### config.mk
export PLATFORM = sky130hd
export DESIGN_NAME = adder_arbiter
export DESIGN_NICKNAME = d
export VERILOG_FILES = /design/src/rtl/adder_arbiter_pkg.sv /design/src/rtl/adder_arbiter_tag_pipe.sv /design/src/rtl/adder_arbiter.sv
export SDC_FILE = /design/constraint.sdc
export NUM_CORES = 1
export LEC_CHECK = 0
export ABC_AREA = 1
export CORE_MARGIN = 2
export CORE_UTILIZATION = 25
export DETAILED_ROUTE_END_ITERATION = 7
export PLACE_DENSITY = 0.62
export REMOVE_ABC_BUFFERS = 1
export SETUP_SLACK_MARGIN = 0.2
export SLEW_MARGIN = 30
export SYNTH_ARGS = -nofsm -noshare
export SYNTH_HDL_FRONTEND = slang
export SYNTH_HIERARCHICAL = 1
export SYNTH_SLANG_ARGS = --single-unit
### constraint.sdc
create_clock -name Clk -period 3 [get_ports Clk]
set_input_delay 0.3 -clock Clk [delete_from_list [all_inputs] [get_ports Clk]]
set_output_delay 0.3 -clock Clk [all_outputs]
set_load 0.005 [all_outputs]
### src/rtl/adder_arbiter_pkg.sv
// Shared definitions for the adder arbiter: requester IDs, adder pipeline
// depth, the {valid,id} tag record and the statistics counter helpers used
// when ARB_STATS_EN is defined.
package adder_arbiter_pkg;

  localparam logic ID_REQ0 = 1'b0;
  localparam logic ID_REQ1 = 1'b1;

  localparam int ADDER_LATENCY = 2;

  localparam int         STAT_W   = 8;
  localparam logic [7:0] STAT_MAX = 8'd255;

  typedef struct packed {
    logic valid;
    logic id;
  } tag_t;

  // Saturating increment for the statistics counters.
  function automatic logic [STAT_W-1:0] sat_inc(input logic [STAT_W-1:0] v);
    if (v == STAT_MAX) begin
      return v;
    end else begin
      return v + 8'd1;
    end
  endfunction

endpackage

### src/rtl/adder_arbiter_tag_pipe.sv
// LATENCY-deep shift register of {valid,id} tags that follows each operation
// through the shared adder, so the result can be steered back to its owner.
module adder_arbiter_tag_pipe
  import adder_arbiter_pkg::*;
#(
  parameter int LATENCY = ADDER_LATENCY
) (
  input  logic clk,
  input  logic clr,
  input  tag_t head,
  output tag_t tail
);

  tag_t pipe_r [LATENCY];

  // Shift tags one stage per clock; clear drops every in-flight tag.
  always_ff @(posedge clk) begin
    if (clr) begin
      for (int i = 0; i < LATENCY; i++) begin
        pipe_r[i] <= '{valid: 1'b0, id: 1'b0};
      end
    end else begin
      pipe_r[0] <= head;
      for (int i = 1; i < LATENCY; i++) begin
        pipe_r[i] <= pipe_r[i-1];
      end
    end
  end

  assign tail = pipe_r[LATENCY-1];

endmodule

### src/rtl/adder_arbiter.sv
// Round-robin arbiter sharing one pipelined adder between two requesters.
// Grants are combinational, the granted operands go straight to the adder,
// and a tag pipe matched to the adder latency routes each result back as a
// one-cycle Vld strobe. Define ARB_STATS_EN to add grant/conflict counters.
module adder_arbiter
  import adder_arbiter_pkg::*;
#(
  parameter int LATENCY = ADDER_LATENCY,
  parameter int W       = 2
) (
  input  logic         Clk,
  input  logic         Rst,
  input  logic         Req0,
  input  logic [W-1:0] A0,
  input  logic [W-1:0] B0,
  output logic         Gnt0,
  input  logic         Req1,
  input  logic [W-1:0] A1,
  input  logic [W-1:0] B1,
  output logic         Gnt1,
  output logic [W-1:0] Add_A,
  output logic [W-1:0] Add_B,
  input  logic [W-1:0] Add_Sum,
  input  logic         Add_Carry,
  output logic         Vld0,
  output logic         Vld1,
  output logic [W-1:0] Res_Sum,
  output logic         Res_Carry
`ifdef ARB_STATS_EN
  ,
  output logic [STAT_W-1:0] Cnt0,
  output logic [STAT_W-1:0] Cnt1,
  output logic [STAT_W-1:0] Conflicts
`endif
);

  logic gnt0_s;
  logic gnt1_s;
  logic grant_any_s;
  logic rr_last_r;
  tag_t head_s;
  tag_t tail_s;

  // Grant selection: lone requester wins, contention goes to the one that
  // was not granted last; nothing is granted while in reset.
  always_comb begin
    gnt0_s = 1'b0;
    gnt1_s = 1'b0;
    if (Rst) begin
      gnt0_s = 1'b0;
      gnt1_s = 1'b0;
    end else if (Req0 && Req1) begin
      if (rr_last_r == ID_REQ1) begin
        gnt0_s = 1'b1;
      end else begin
        gnt1_s = 1'b1;
      end
    end else if (Req0) begin
      gnt0_s = 1'b1;
    end else if (Req1) begin
      gnt1_s = 1'b1;
    end else begin
      gnt0_s = 1'b0;
      gnt1_s = 1'b0;
    end
  end

  assign grant_any_s = gnt0_s | gnt1_s;
  assign Gnt0        = gnt0_s;
  assign Gnt1        = gnt1_s;

  // Operand mux: the granted requester's operands, zero when idle.
  always_comb begin
    Add_A = '0;
    Add_B = '0;
    case ({gnt1_s, gnt0_s})
      2'b01: begin
        Add_A = A0;
        Add_B = B0;
      end
      2'b10: begin
        Add_A = A1;
        Add_B = B1;
      end
      default: begin
        Add_A = '0;
        Add_B = '0;
      end
    endcase
  end

  // Remember the last granted ID; idle cycles keep the previous winner.
  always_ff @(posedge Clk) begin
    if (Rst) begin
      rr_last_r <= ID_REQ1;
    end else if (grant_any_s) begin
      rr_last_r <= gnt1_s ? ID_REQ1 : ID_REQ0;
    end else begin
      rr_last_r <= rr_last_r;
    end
  end

  assign head_s = '{valid: grant_any_s, id: gnt1_s};

  adder_arbiter_tag_pipe #(
    .LATENCY (LATENCY)
  ) u_tag_pipe (
    .clk  (Clk),
    .clr  (Rst),
    .head (head_s),
    .tail (tail_s)
  );

  // Result demux: the retiring tag selects which requester sees the strobe.
  assign Vld0      = !Rst && tail_s.valid && (tail_s.id == ID_REQ0);
  assign Vld1      = !Rst && tail_s.valid && (tail_s.id == ID_REQ1);
  assign Res_Sum   = Add_Sum;
  assign Res_Carry = Add_Carry;

`ifdef ARB_STATS_EN
  logic [STAT_W-1:0] cnt0_r;
  logic [STAT_W-1:0] cnt1_r;
  logic [STAT_W-1:0] conflicts_r;

  // Saturating per-requester grant counts and contention count.
  always_ff @(posedge Clk) begin
    if (Rst) begin
      cnt0_r      <= 8'd0;
      cnt1_r      <= 8'd0;
      conflicts_r <= 8'd0;
    end else begin
      cnt0_r      <= gnt0_s ? sat_inc(cnt0_r) : cnt0_r;
      cnt1_r      <= gnt1_s ? sat_inc(cnt1_r) : cnt1_r;
      conflicts_r <= (Req0 && Req1) ? sat_inc(conflicts_r) : conflicts_r;
    end
  end

  assign Cnt0      = cnt0_r;
  assign Cnt1      = cnt1_r;
  assign Conflicts = conflicts_r;
`endif

endmodule

==> results of run 1 <==
-- kinds of logic after synthesis --
logic type                 after synthesis  share of synthesized area, %
and+or+nand+nor                         22                          27.3
buffers and inverters                   15                          22.5
adders and majority gates                3                          11.2
DFF                                      5                          30.0
AOI/OAI and AO/OA                        6                          8.99
-- final timing paths --
check | start | to
max | Rst | Add_A[0]
min | u_tag_pipe/pipe_r[0][0] | u_tag_pipe/pipe_r[0][2]
max reg2reg | rr_last_r | rr_last_r
min reg2reg | u_tag_pipe/pipe_r[0][0] | u_tag_pipe/pipe_r[0][2]
-- worst max-delay path: stages --
cell	delay (ns)
clkdlybuf4s50_1	0.51
inv_2	0.13
nand2_1	0.05
a21oi_1	0.17
ha_1	0.24
nand2_1	0.07
a21oi_1	0.14
clkdlybuf4s50_1	0.51
-- layer usage --
metal / part of all wire (%) / vias to the layer above / wire (µm)
li1: - / 184 / -
met1: 42 / 144 / 286
met2: 47 / 18 / 321
met3: 11 / 0 / 77
met4: 0 / 0 / 0
met5: 0 / - / 0
-- metrics by stage --
stage	setup WS [ns]	utilization (%)
after detailed placement	0.561	39.8
after floorplan	1.67	-
after global routing	0.403	41.9
after CTS	0.544	41.9
final	0.560	41.9
after global placement	0.599	39.8
-- final cells by class --
type | count | area (µm²) | area share (%)
Timing Repair Buffer | 19 | 190 | 35.8
Multi-Input combinational cell | 31 | 159 | 29.9
Sequential cell | 5 | 100 | 18.8
Inverter | 10 | 37.5 | 7.06
Clock buffer | 4 | 26.3 | 4.94
Tap cell | 15 | 18.8 | 3.53
-- sequential cells by signal, indices dropped and copies added, names as in the netlist --
signal             count
rr_last_r              1
u_tag_pipe/pipe_r      4
-- synth_stat cells --
| library cell | n |
|---|---|
| inv_2 | 1 |
| buf_4 | 5 |
| nand3_1 | 2 |
| nand2_1 | 13 |
| dfxtp_1 | 5 |
| nor2_1 | 6 |
| inv_1 | 9 |
| a21oi_1 | 6 |
| nand3_2 | 1 |
| ha_1 | 3 |
-- power groups by stage --
stage | registers [mW] | clock network (mW) | logic (mW)
floorplan | 0.0726 | 0 | 0.0180
global placement | 0.0732 | 0 | 0.0449
detailed placement | 0.0729 | 0 | 0.0447
CTS | 0.0719 | 0.0812 | 0.0450
global route | 0.0721 | 0.0891 | 0.0505
finish | 0.0719 | 0.0759 | 0.0444
==> flow_summary.json, run 1 <==
{
  "antenna_cells": 0,
  "clk_latency_ns": 0.24,
  "layout_commonest_cell": "clkdlybuf4s50_1",
  "post-route-min-period_ns": 2.44,
  "cts_tree": "done",
  "vias": 346,
  "drtIter0Drc": 5,
  "reg2reg_depth": 6,
  "startpoint_type": "input port",
  "outcome": "finished, final reports clean",
  "synth_area_leaders": "dfxtp_1, nand2_1, buf_4",
  "core_um2": 1270,
  "stdcell_area_um2": 532,
  "reg2reg_slack_ns": 1.89,
  "power_frac_clock_pct": 39.5,
  "viasPerCell": 4.12,
  "worstMarginPinSlew_ns": 0.226,
  "clockRootBuffer": "clkbuf_4",
  "place.port_buffers": 19,
  "fin_crit_sh_pct": 81.3,
  "clk_pin_slew_ns": 0.04,
  "maxCapViolations": 0,
  "crit_arrival_ns": 2.14,
  "nNetsFinal": 88,
  "grtUsageMet3_pct": 4.44,
  "wl_um": 685,
  "p_leak_nw": 0.230,
  "tns_ns": 0,
  "irDropWorstVdd_mv": 0.113,
  "grt_antenna_before_repair": 0,
  "power-per-cell-area_nw_per_um2": 361,
  "ys_warn_count": 6,
  "path_class": "input port to primary output",
  "rows": 13,
  "gr-usage-met2_pct": 19.0,
  "intPower_uw": 146,
  "clock_skew_ns": 0.000173,
  "ctsResizeCount": 0,
  "grt_usage_pct": 10.3,
  "power_frac_comb_pct": 23.1,
  "start_util_pct": 26.3,
  "switching_power_uw": 45.8,
  "io_pins": 26,
  "drv_slew": 0,
  "grt_pass1_wl_mm": 1.10,
  "cts_hold_buf": 0,
  "dp.cells": 80,
  "use_met1_pct": 9.35,
  "syn_inst": 51,
  "synth_top_area_share_pct": 30.0,
  "grt_max_degree": 7,
  "rsz0062_at_grt": "false",
  "cp_max_fo": 6,
  "top_usage_layer": "met2",
  "wl_per_cell_um": 8.15,
  "fmax_mhz": 410,
  "numCtsBuffers": 3,
  "place_area_um2": 505,
  "most-common-layout-cells": "clkdlybuf4s50_1, nand2_1, inv_1, a21oi_1, nor2_1",
  "syn_area_per_cell_um2": 6.55,
  "dp.final_hpwl_um": 569,
  "die_area_um2": 1640,
  "n_fill_cell": 137,
  "first_global_vias": 304,
  "overflow": 0,
  "die_x_um": 40.6,
  "ys_types": 10,
  "fin_cells": 84,
  "required_ns": 2.70,
  "gp_congestion": 0.624,
  "drtPass1Iterations": 3,
  "cts.path.max_buffers": 2,
  "synth_largest_area_cell": "dfxtp_1",
  "synth_area_um2": 334,
  "whs_ns": 0.399,
  "final_layout_size_suffix_gt1_share_pct": 7.25,
  "areaGrowthSynthToFinish_pct": 59.2,
  "share_seq_of_total_power_pct": 37.4,
  "cts_setup_buffers": 0,
  "finalPower_uw": 192,
  "worstHoldPathType": "flop to flop",
  "ant_nets": 0,
  "switching_share_pct": 23.8,
  "yosysSeqAreaShare_pct": 30.0,
  "dieHeight_um": 40.6,
  "end_kind": "primary output",
  "final_hold_viol_count": 0,
  "ys_seq_elements": 5,
  "cts_htree_levels": 1,
  "hold_path_depth": 2,
  "drc_errors": 0,
  "final-setup-viol-count": 0,
  "cts_sinks": 5,
  "slew_headroom_pct": 84.9
}
No activity file was read; power rests on OpenSTA's default activity.
==> run 2: changes to the inputs <==
==> constraint.sdc (replaced) <==
create_clock -name Clk -period 2.25 [get_ports Clk]
set_input_delay 0.225 -clock Clk [delete_from_list [all_inputs] [get_ports Clk]]
set_output_delay 0.225 -clock Clk [all_outputs]
set_load 0.005 [all_outputs]
==> flow_summary.json, run 2 (same netlist as run 1, synthesis figures left out) <==
{
  "outcome": "finished, final reports clean",
  "cts_sinks": 5,
  "final_hold_viol_count": 0,
  "dr_wl_met2_um": 348,
  "clk_pin_slew_ns": 0.04,
  "end_kind": "primary output",
  "worstHoldPathType": "flop to flop",
  "dp.final_hpwl_um": 566,
  "irDropWorstVdd_mv": 0.140,
  "largest_register": "u_tag_pipe/pipe_r",
  "largestRegisters": "u_tag_pipe/pipe_r (4), rr_last_r (1)",
  "die_area_um2": 1640,
  "multi_input_comb_area_um2": 183,
  "drtPass1Iterations": 4,
  "clock_skew_ns": 0.000397,
  "required_ns": 2.03,
  "io_pins": 26,
  "viasPerCell": 4.10,
  "clk_latency_ns": 0.24,
  "antenna_cells": 0,
  "gp_congestion": 0.622,
  "maxCapViolations": 0,
  "fmax_mhz": 520,
  "cts_tree": "done",
  "grt_pass1_wl_mm": 1.19,
  "wl_per_cell_um": 7.99,
  "startpoint_type": "input port",
  "rsz0062_at_grt": "false",
  "vias": 353,
  "switching_power_uw": 65.0,
  "power_frac_clock_pct": 39.2,
  "final-setup-viol-count": 0,
  "grt_usage_pct": 11.3,
  "cts.path.max_buffers": 2,
  "slew_headroom_pct": 89.2,
  "drv_slew": 0,
  "intPower_uw": 197,
  "nNetsFinal": 90,
  "final_layout_size_suffix_gt1_share_pct": 16.9,
  "numCtsBuffers": 3,
  "clockRootBuffer": "clkbuf_4",
  "r2r_end": "rr_last_r",
  "cp-endpoint": "Add_A[0]",
  "p_leak_nw": 0.258,
  "cp_max_fo": 4,
  "tns_ns": 0,
  "path_class": "input port to primary output",
  "dp_worst_setup_slack_ns": 0.0510,
  "drtIter0Drc": 3,
  "largest_reg_flops": 4,
  "drc_errors": 0,
  "top_layer_used": "met3",
  "cts_htree_levels": 1,
  "share_seq_of_total_power_pct": 36.6,
  "core_um2": 1270,
  "worstMarginPinSlew_ns": 0.162,
  "start_util_pct": 26.3,
  "cts_hold_buf": 0,
  "power-per-cell-area_nw_per_um2": 464,
  "fin_crit_sh_pct": 85.5,
  "min_from": "u_tag_pipe/pipe_r[0][0]",
  "areaGrowthSynthToFinish_pct": 68.9,
  "switching_share_pct": 24.8,
  "post-route-min-period_ns": 1.92,
  "grt_antenna_before_repair": 0,
  "dieHeight_um": 40.6,
  "ant_nets": 0,
  "wl_met1_um": 274,
  "final_util_pct": 44.5,
  "seq_area_um2": 100,
  "die_x_um": 40.6,
  "most-common-layout-cells": "clkdlybuf4s50_1, nand2_1, inv_1, nor2_1",
  "grt_max_degree": 6,
  "place.port_buffers": 19,
  "fin_ws_ns": 0.325,
  "n_fill_cell": 141,
  "first_global_vias": 323,
  "overflow": 0,
  "crit_arrival_ns": 1.70,
  "power_frac_comb_pct": 24.1,
  "layout_commonest_cell": "clkdlybuf4s50_1",
  "reg2reg_slack_ns": 1.13,
  "worstSetupStartpoint": "Rst",
  "wl_um": 687,
  "rows": 13,
  "timing.rr.start": "rr_last_r",
  "reg2reg_depth": 6,
  "route.met3.wl_um": 64
}
==> run 2: cell count changes in the layout (fill, tap and decap cells not counted), moves of 2 or more <==
cell and change:
dlygate4sd2_1 +5, ha_1 -2, clkdlybuf4s50_1 -5, buf_4 +2
==> run 2: worst min-delay path by stage <==
stage	to	slack [ns]	cells after the start
after global placement	u_tag_pipe/pipe_r[0][2]	0.39	2
after CTS	u_tag_pipe/pipe_r[0][2]	0.41	2
after floorplan	u_tag_pipe/pipe_r[0][2]	0.30	1
after detailed placement	u_tag_pipe/pipe_r[0][2]	0.40	2
final	u_tag_pipe/pipe_r[0][2]	0.40	2
after global routing	u_tag_pipe/pipe_r[0][3]	0.44	2
==> run 2: what timing repair did <==
action | CTS | global route
endpoints found under the hold margin | 0 | 0
endpoints found under the setup margin | 4 | 0
gates resized for setup | 11 | 0
setup buffers | 1 | 0
==> run 2: metal layers <==
metal  vias to the layer above  track usage [%]
li1                        189                -
met1                       148             11.7
met2                        16             19.0
met3                         0             2.22
met4                         0             10.0
met5                         -                0
==> run 2: final cells by class <==
| cell class | instances | share of cell area [%] |
|---|---|---|
| Tap cell | 15 | 3.33 |
| Multi-Input combinational cell | 31 | 32.4 |
| Timing Repair Buffer | 21 | 35.3 |
| Sequential cell | 5 | 17.7 |
| Inverter | 10 | 6.65 |
| Clock buffer | 4 | 4.66 |
==> run 2: critical path, stage by stage <==
cell and delay, ns:
clkdlybuf4s50_1 0.44, inv_2 0.11, nand2_1 0.07, a21oi_2 0.13
ha_2 0.21, buf_4 0.11, nand2_1 0.04, a21oi_1 0.12
dlygate4sd2_1 0.25
==> run 2: power by group through the flow <==
stage	Clock, mW	Combinational (mW)	Sequential (mW)
after floorplan	0	0.0240	0.0968
after global placement	0	0.0605	0.0972
after detailed placement	0	0.0611	0.0973
after CTS	0.109	0.0643	0.0957
after global routing	0.116	0.0726	0.0960
final	0.103	0.0632	0.0958
==> run 2: per-stage QoR <==
| step | total power, mW | std cells | area [µm²] | hold WS [ns] |
|---|---|---|---|---|
| floorplan | 0.121 | 46 | 297 | 0.296 |
| global placement | 0.158 | 81 | 513 | 0.390 |
| detailed placement | 0.158 | 81 | 513 | 0.399 |
| CTS | 0.269 | 86 | 564 | 0.405 |
| global route | 0.285 | 86 | 564 | 0.438 |
| finish | 0.262 | 86 | 564 | 0.403 |
==> run 3: changes to the inputs <==
--- a/config.mk
+++ b/config.mk
@@ -9,6 +9,7 @@
 export CORE_MARGIN = 2
 export CORE_UTILIZATION = 25
 export DETAILED_ROUTE_END_ITERATION = 7
+export HOLD_SLACK_MARGIN = 0.1
 export PLACE_DENSITY = 0.62
 export REMOVE_ABC_BUFFERS = 1
 export SETUP_SLACK_MARGIN = 0.2
==> results of run 3 <==
Same layout as run 2: the final DEF is identical, and so are final timing and power.
